$ cat config.mk
export PLATFORM = sky130hd
export DESIGN_NAME = switch_control
export DESIGN_NICKNAME = d
export VERILOG_FILES = /design/src/rtl/switch_control.sv
export SDC_FILE = /design/constraint.sdc
export NUM_CORES = 1
export LEC_CHECK = 0
export CAP_MARGIN = 10
export CORE_ASPECT_RATIO = 2
export CORE_UTILIZATION = 59
export CTS_CLUSTER_SIZE = 8
export DETAILED_ROUTE_END_ITERATION = 16
export DONT_BUFFER_PORTS = 1
export PLACE_DENSITY = 0.78
export SYNTH_ARGS = -nofsm -noshare
export SYNTH_HDL_FRONTEND = slang
export SYNTH_SLANG_ARGS = --single-unit
$ cat constraint.sdc
create_clock -name i_clk -period 3.2 [get_ports i_clk]
set_input_delay 0.64 -clock i_clk [delete_from_list [all_inputs] [get_ports i_clk]]
set_output_delay 0.64 -clock i_clk [all_outputs]
set_load 0.02 [all_outputs]
$ cat src/rtl/switch_control.sv
`default_nettype none
// ============================================================================
// Module   : switch_control
// Purpose  : Central allocation controller of the Phoenix router. Picks one
//            pending header per pass with round-robin priority, presents its
//            destination to the routing mechanism, and if the returned output
//            is free, grants the connection and records it in the crossbar
//            tables. Outputs are released when the owning input stops sending.
// Ports    : i_clk        - clock, rising edge
//            i_rst        - asynchronous active-high reset
//            i_h          - per-input header-pending request
//            i_data       - head flit of each input, input k at [k*TAM_FLIT +: TAM_FLIT]
//            i_sender     - per-input "packet still transmitting"
//            i_route_port - one-hot output port from the routing mechanism
//            o_route_dest - destination presented to the routing mechanism
//            o_ack_h      - header-accepted pulse per input
//            o_free       - per-output availability
//            o_tab_in     - per output, 3-bit index of the input driving it
//            o_tab_out    - per input, 3-bit index of the output it uses
// Revision : 1.0 - initial release
// ============================================================================
module switch_control #(
  parameter logic [15:0] ADDRESS  = 16'h0000,
  parameter int          NPORT    = 5,
  parameter int          TAM_FLIT = 16
) (
  input  logic                      i_clk,
  input  logic                      i_rst,
  input  logic [NPORT-1:0]          i_h,
  input  logic [NPORT*TAM_FLIT-1:0] i_data,
  input  logic [NPORT-1:0]          i_sender,
  input  logic [NPORT-1:0]          i_route_port,
  output logic [TAM_FLIT-1:0]       o_route_dest,
  output logic [NPORT-1:0]          o_ack_h,
  output logic [NPORT-1:0]          o_free,
  output logic [NPORT*3-1:0]        o_tab_in,
  output logic [NPORT*3-1:0]        o_tab_out
);

  typedef enum logic [2:0] {
    S_IDLE  = 3'd0,
    S_ARB   = 3'd1,
    S_ROUTE = 3'd2,
    S_CHECK = 3'd3,
    S_GRANT = 3'd4
  } state_t;

  // The router address is consumed by the external routing mechanism; it is
  // kept here so the parameter list matches the rest of the router.
  logic unused_addr;
  assign unused_addr = ^ADDRESS;

  state_t           state_q, state_d;
  logic [2:0]       sel_q, sel_d;
  logic [2:0]       last_q, last_d;
  logic [NPORT-1:0] port_oh_q, port_oh_d;
  logic [NPORT-1:0] free_q, free_d;
  logic [2:0]       tab_in_q  [NPORT];
  logic [2:0]       tab_in_d  [NPORT];
  logic [2:0]       tab_out_q [NPORT];
  logic [2:0]       tab_out_d [NPORT];

  logic             arb_found;
  logic [2:0]       arb_winner;
  logic [2:0]       port_idx;
  logic             port_valid;

  // Round-robin search starting one past the last winner, wrapping at NPORT.
  always_comb begin
    arb_found  = 1'b0;
    arb_winner = '0;
    for (int i = 1; i <= NPORT; i++) begin
      int cand;
      cand = int'(last_q) + i;
      if (cand >= NPORT) cand = cand - NPORT;
      if (!arb_found && i_h[cand]) begin
        arb_found  = 1'b1;
        arb_winner = 3'(cand);
      end
    end
  end

  // Binary index of the captured one-hot port; only trusted when one-hot.
  always_comb begin
    port_idx = '0;
    for (int i = 0; i < NPORT; i++) begin
      if (port_oh_q[i]) port_idx = 3'(i);
    end
    port_valid = $onehot(port_oh_q);
  end

  always_comb begin
    state_d   = state_q;
    sel_d     = sel_q;
    last_d    = last_q;
    port_oh_d = port_oh_q;
    free_d    = free_q;
    tab_in_d  = tab_in_q;
    tab_out_d = tab_out_q;

    // Release runs every cycle regardless of the FSM. It only touches busy
    // outputs, while a grant only targets free ones, so the two never collide.
    for (int o = 0; o < NPORT; o++) begin
      if (!free_q[o] && !i_sender[tab_in_q[o]]) free_d[o] = 1'b1;
    end

    case (state_q)
      S_IDLE: begin
        if (|i_h) state_d = S_ARB;
      end
      S_ARB: begin
        if (arb_found) begin
          sel_d   = arb_winner;
          last_d  = arb_winner;
          state_d = S_ROUTE;
        end else begin
          state_d = S_IDLE;
        end
      end
      S_ROUTE: begin
        port_oh_d = i_route_port;
        state_d   = S_CHECK;
      end
      S_CHECK: begin
        // Uses the pre-edge free flag: a release landing this same edge
        // does not produce a grant; the requester retries on a later pass.
        if (port_valid && free_q[port_idx]) state_d = S_GRANT;
        else                                state_d = S_IDLE;
      end
      S_GRANT: begin
        free_d[port_idx]   = 1'b0;
        tab_in_d[port_idx] = sel_q;
        tab_out_d[sel_q]   = port_idx;
        state_d            = S_IDLE;
      end
      default: state_d = S_IDLE;
    endcase
  end

  always_ff @(posedge i_clk or posedge i_rst) begin
    if (i_rst) begin
      state_q   <= S_IDLE;
      sel_q     <= '0;
      last_q    <= 3'(NPORT - 1);
      port_oh_q <= '0;
      free_q    <= '1;
      for (int i = 0; i < NPORT; i++) begin
        tab_in_q[i]  <= '0;
        tab_out_q[i] <= '0;
      end
    end else begin
      state_q   <= state_d;
      sel_q     <= sel_d;
      last_q    <= last_d;
      port_oh_q <= port_oh_d;
      free_q    <= free_d;
      for (int i = 0; i < NPORT; i++) begin
        tab_in_q[i]  <= tab_in_d[i];
        tab_out_q[i] <= tab_out_d[i];
      end
    end
  end

  // Outputs decoded from registered state only; no path from i_h.
  always_comb begin
    o_ack_h      = '0;
    o_route_dest = '0;
    if (state_q == S_GRANT) o_ack_h[sel_q] = 1'b1;
    if (state_q == S_ROUTE) o_route_dest = i_data[int'(sel_q)*TAM_FLIT +: TAM_FLIT];
  end

  assign o_free = free_q;

  generate
    for (genvar g = 0; g < NPORT; g++) begin : g_tab
      assign o_tab_in[g*3 +: 3]  = tab_in_q[g];
      assign o_tab_out[g*3 +: 3] = tab_out_q[g];
    end
  endgenerate

endmodule
`default_nettype wire
==> run summary <==
status: finished, final reports clean
DR WL/cell: 23.0 µm
PwrDens: 1230 mW/mm²
fin. max-slew vios: 0
Crit. End Element: output port
Post-DP HPWL: 9.41 mm
Async S/R FF share, synth: 1.00
Finished Cell Area: 0.00428 mm²
Hold Crit Class: input pin to async pin
CTS tree: yes
fillers: 521
most frequent cells in the layout: nor2_1 (50), nand2_1 (43), dfrtp_1 (40)
dpl cell area: 0.00411 mm²
commonest non-fill, non-tap cell in the layout: nor2_1
Via Count: 3,693
area of the core: 0.00641 mm²
Worst Tran Pin Value: 0.938 ns
Most used DFF post-synth: dfrtp_1
Detail Route Antenna Nets: 0
vias in the first global route: 3,692
fraction of layout cells with a size suffix above 1: 0.192
Die Footprint: 0.00705 mm²
GRT overflow: 0
post-synthesis sequential area ratio: 0.299
routed wire length: 12.2 mm
worst vdd ir: 0.792 mV
clock skew: 0.00451 ns
Worst R2R Start: sel_q[1]
register-to-register setup slack: 0.19 ns
setup_tns: 0 ns
Worst R2R Path Depth: 11
drt pass-1 iters: 5
first-pass GRT wire length: 18.7 mm
Yosys cell types: 66
final-report setup violation count: 0
EDFF count, synth: 0
pin count of the biggest net entering global routing: 40
Clock Latency Late Sink: 0.29 ns
minimum clock period: 3.02 ns
Syn Area/Cell: 9.09 µm²
initial DRC count: 290
DRC violations left: 0
CP Data Required Time: 2.56 ns
Yosys reg bits: 47
pre-CTS setup slack: 0.205 ns
Max-cap violations: 0
Tcrit/Tclk final: 0.943
CTS max path bufs: 2
die width: 59.9 µm
Port Buf Inserts: 0
worst setup margin: 0.182 ns
Initial Utilization: 0.617
final RePlAce weighted congestion: 1.00
Critical Path AT: 2.38 ns
Fin. Hold Viols: 0
Slew headroom: 0.373
cell area after synthesis: 0.00395 mm²
initial antenna violation count: 0
# diodes: 0
RSZ-0062 raised after global routing: no
H-Tree Depth: 2
f_max: 331 MHz
CP max FO: 17
area grow syn2layout: 8.13%
Post-Syn Nets: 547
layout net count: 553
Yosys warnings: 0
kind of critical path: flop to output port
Clk Tree Root Cell: clkbuf_16
Leak: 0.00177 µW
Rows: 41
FF-to-FF End: sel_q[2]
CTS Hold Bufs: 0
CTS buffer count: 5
CP Launch Type: flop
IO Count: 153
clock slew at reported path FFs: 0.06 ns
GRT Overall Usage: 0.355
drt via density: 6.99
Clock Sinks: 47
post-synthesis cell count: 435
height of the die: 118 µm
-- registers in the layout, summed over array words and instances (netlist names) --
register and cells:
state_q 3, o_free 5, o_tab_out 15, sel_q 3
o_tab_in 15, last_q 1, port_oh_q 5
-- cells in the mapped netlist, types with 3 or more instances --
cell      instances  area (µm²)
nor2_1           50         188
nand2_1          43         161
dfrtp_1          41        1030
o21ai_0          38         190
mux2i_1          22         220
a21oi_1          21         105
mux2_2           21         236
mux4_2           16         360
inv_1            14        52.6
nor2b_1          14        87.6
ha_1             13         163
clkbuf_1         12        45.0
a22oi_1          11        82.6
nand3_1           9        45.0
a31oi_1           8        50.1
nor3_1            7        35.0
dfstp_2           6         158
o21a_1            6        45.0
nand2b_1          5        31.3
nand4_1           4        25.0
a211oi_1          3        22.5
and3_1            3        18.8
buf_2             3        15.0
buf_4             3        22.5
nand3b_1          3        22.5
o211ai_1          3        22.5
o31a_1            3        26.3
o32ai_1           3        26.3
xnor2_1           3        26.3
-- power breakdown --
part | internal (µW) | switching, µW | total, µW
clock | 288 | 224 | 512
sequential | 791 | 370 | 1160
combinational | 1490 | 2090 | 3580
total | 2560 | 2690 | 5250
-- layer usage --
layer | part of all wire | track usage | up-vias
li1 | - | - | 1620
met1 | 0.32 | 0.360 | 1777
met2 | 0.55 | 0.633 | 236
met3 | 0.075 | 0.0659 | 60
met4 | 0.054 | 0.209 | 0
met5 | 0 | 0 | -
-- worst max-delay path by stage --
stage / from / to / slack [ns] / depth (start not counted)
after detailed placement: last_q[2] / sel_q[2] / 0.21 / 10
after floorplan: sel_q[0] / sel_q[0] / 0.04 / 12
after global placement: last_q[2] / sel_q[2] / 0.29 / 10
after global routing: sel_q[1] / sel_q[2] / 0.01 / 11
after CTS: sel_q[2] / o_route_dest[14] / 0.19 / 4
final: sel_q[2] / o_route_dest[14] / 0.18 / 4
-- layout make-up --
type | count | area [µm²] | area share
Clock inverter | 3 | 20.0 | 0.00468
Timing Repair Buffer | 20 | 150 | 0.0351
Sequential cell | 47 | 1180 | 0.277
Clock buffer | 5 | 125 | 0.0293
Tap cell | 86 | 108 | 0.0252
Multi-Input combinational cell | 352 | 2630 | 0.615
Inverter | 15 | 56.3 | 0.0132
-- timing repair --
action                     CTS  global route
setup endpoints to repair    0             1
resized for setup            0             2
buffers inserted             0             0
-- metrics by stage --
| step | total power [µW] | instances | util | hold WS [ns] |
|---|---|---|---|---|
| 3_5_place_dp | 4620 | 520 | 0.641 | 0.453 |
| 6_report | 5250 | 528 | 0.667 | 0.144 |
| 5_1_grt | 5630 | 528 | 0.667 | 0.159 |
| 4_1_cts | 5140 | 528 | 0.664 | 0.148 |
| 2_1_floorplan | 3800 | 435 | - | 0.461 |
| 3_3_place_gp | 4520 | 520 | 0.641 | 0.447 |
-- cell families after synthesis --
logic type,count (synthesis),synth area share
buf+inv,36,0.0399
simple gates,152,0.182
mux,59,0.207
flops,47,0.299
fa+ha+maj,15,0.0513
compound gates,121,0.203
xor+xnor,5,0.0177
-- worst max-delay path: stages (launching register included) --
cell      delay [ns]
dfrtp_1         0.38
clkinv_1        0.44
nor3_2          0.69
a22oi_1         0.24
nor2_1          0.34
No activity file was read; power rests on OpenSTA's default activity.
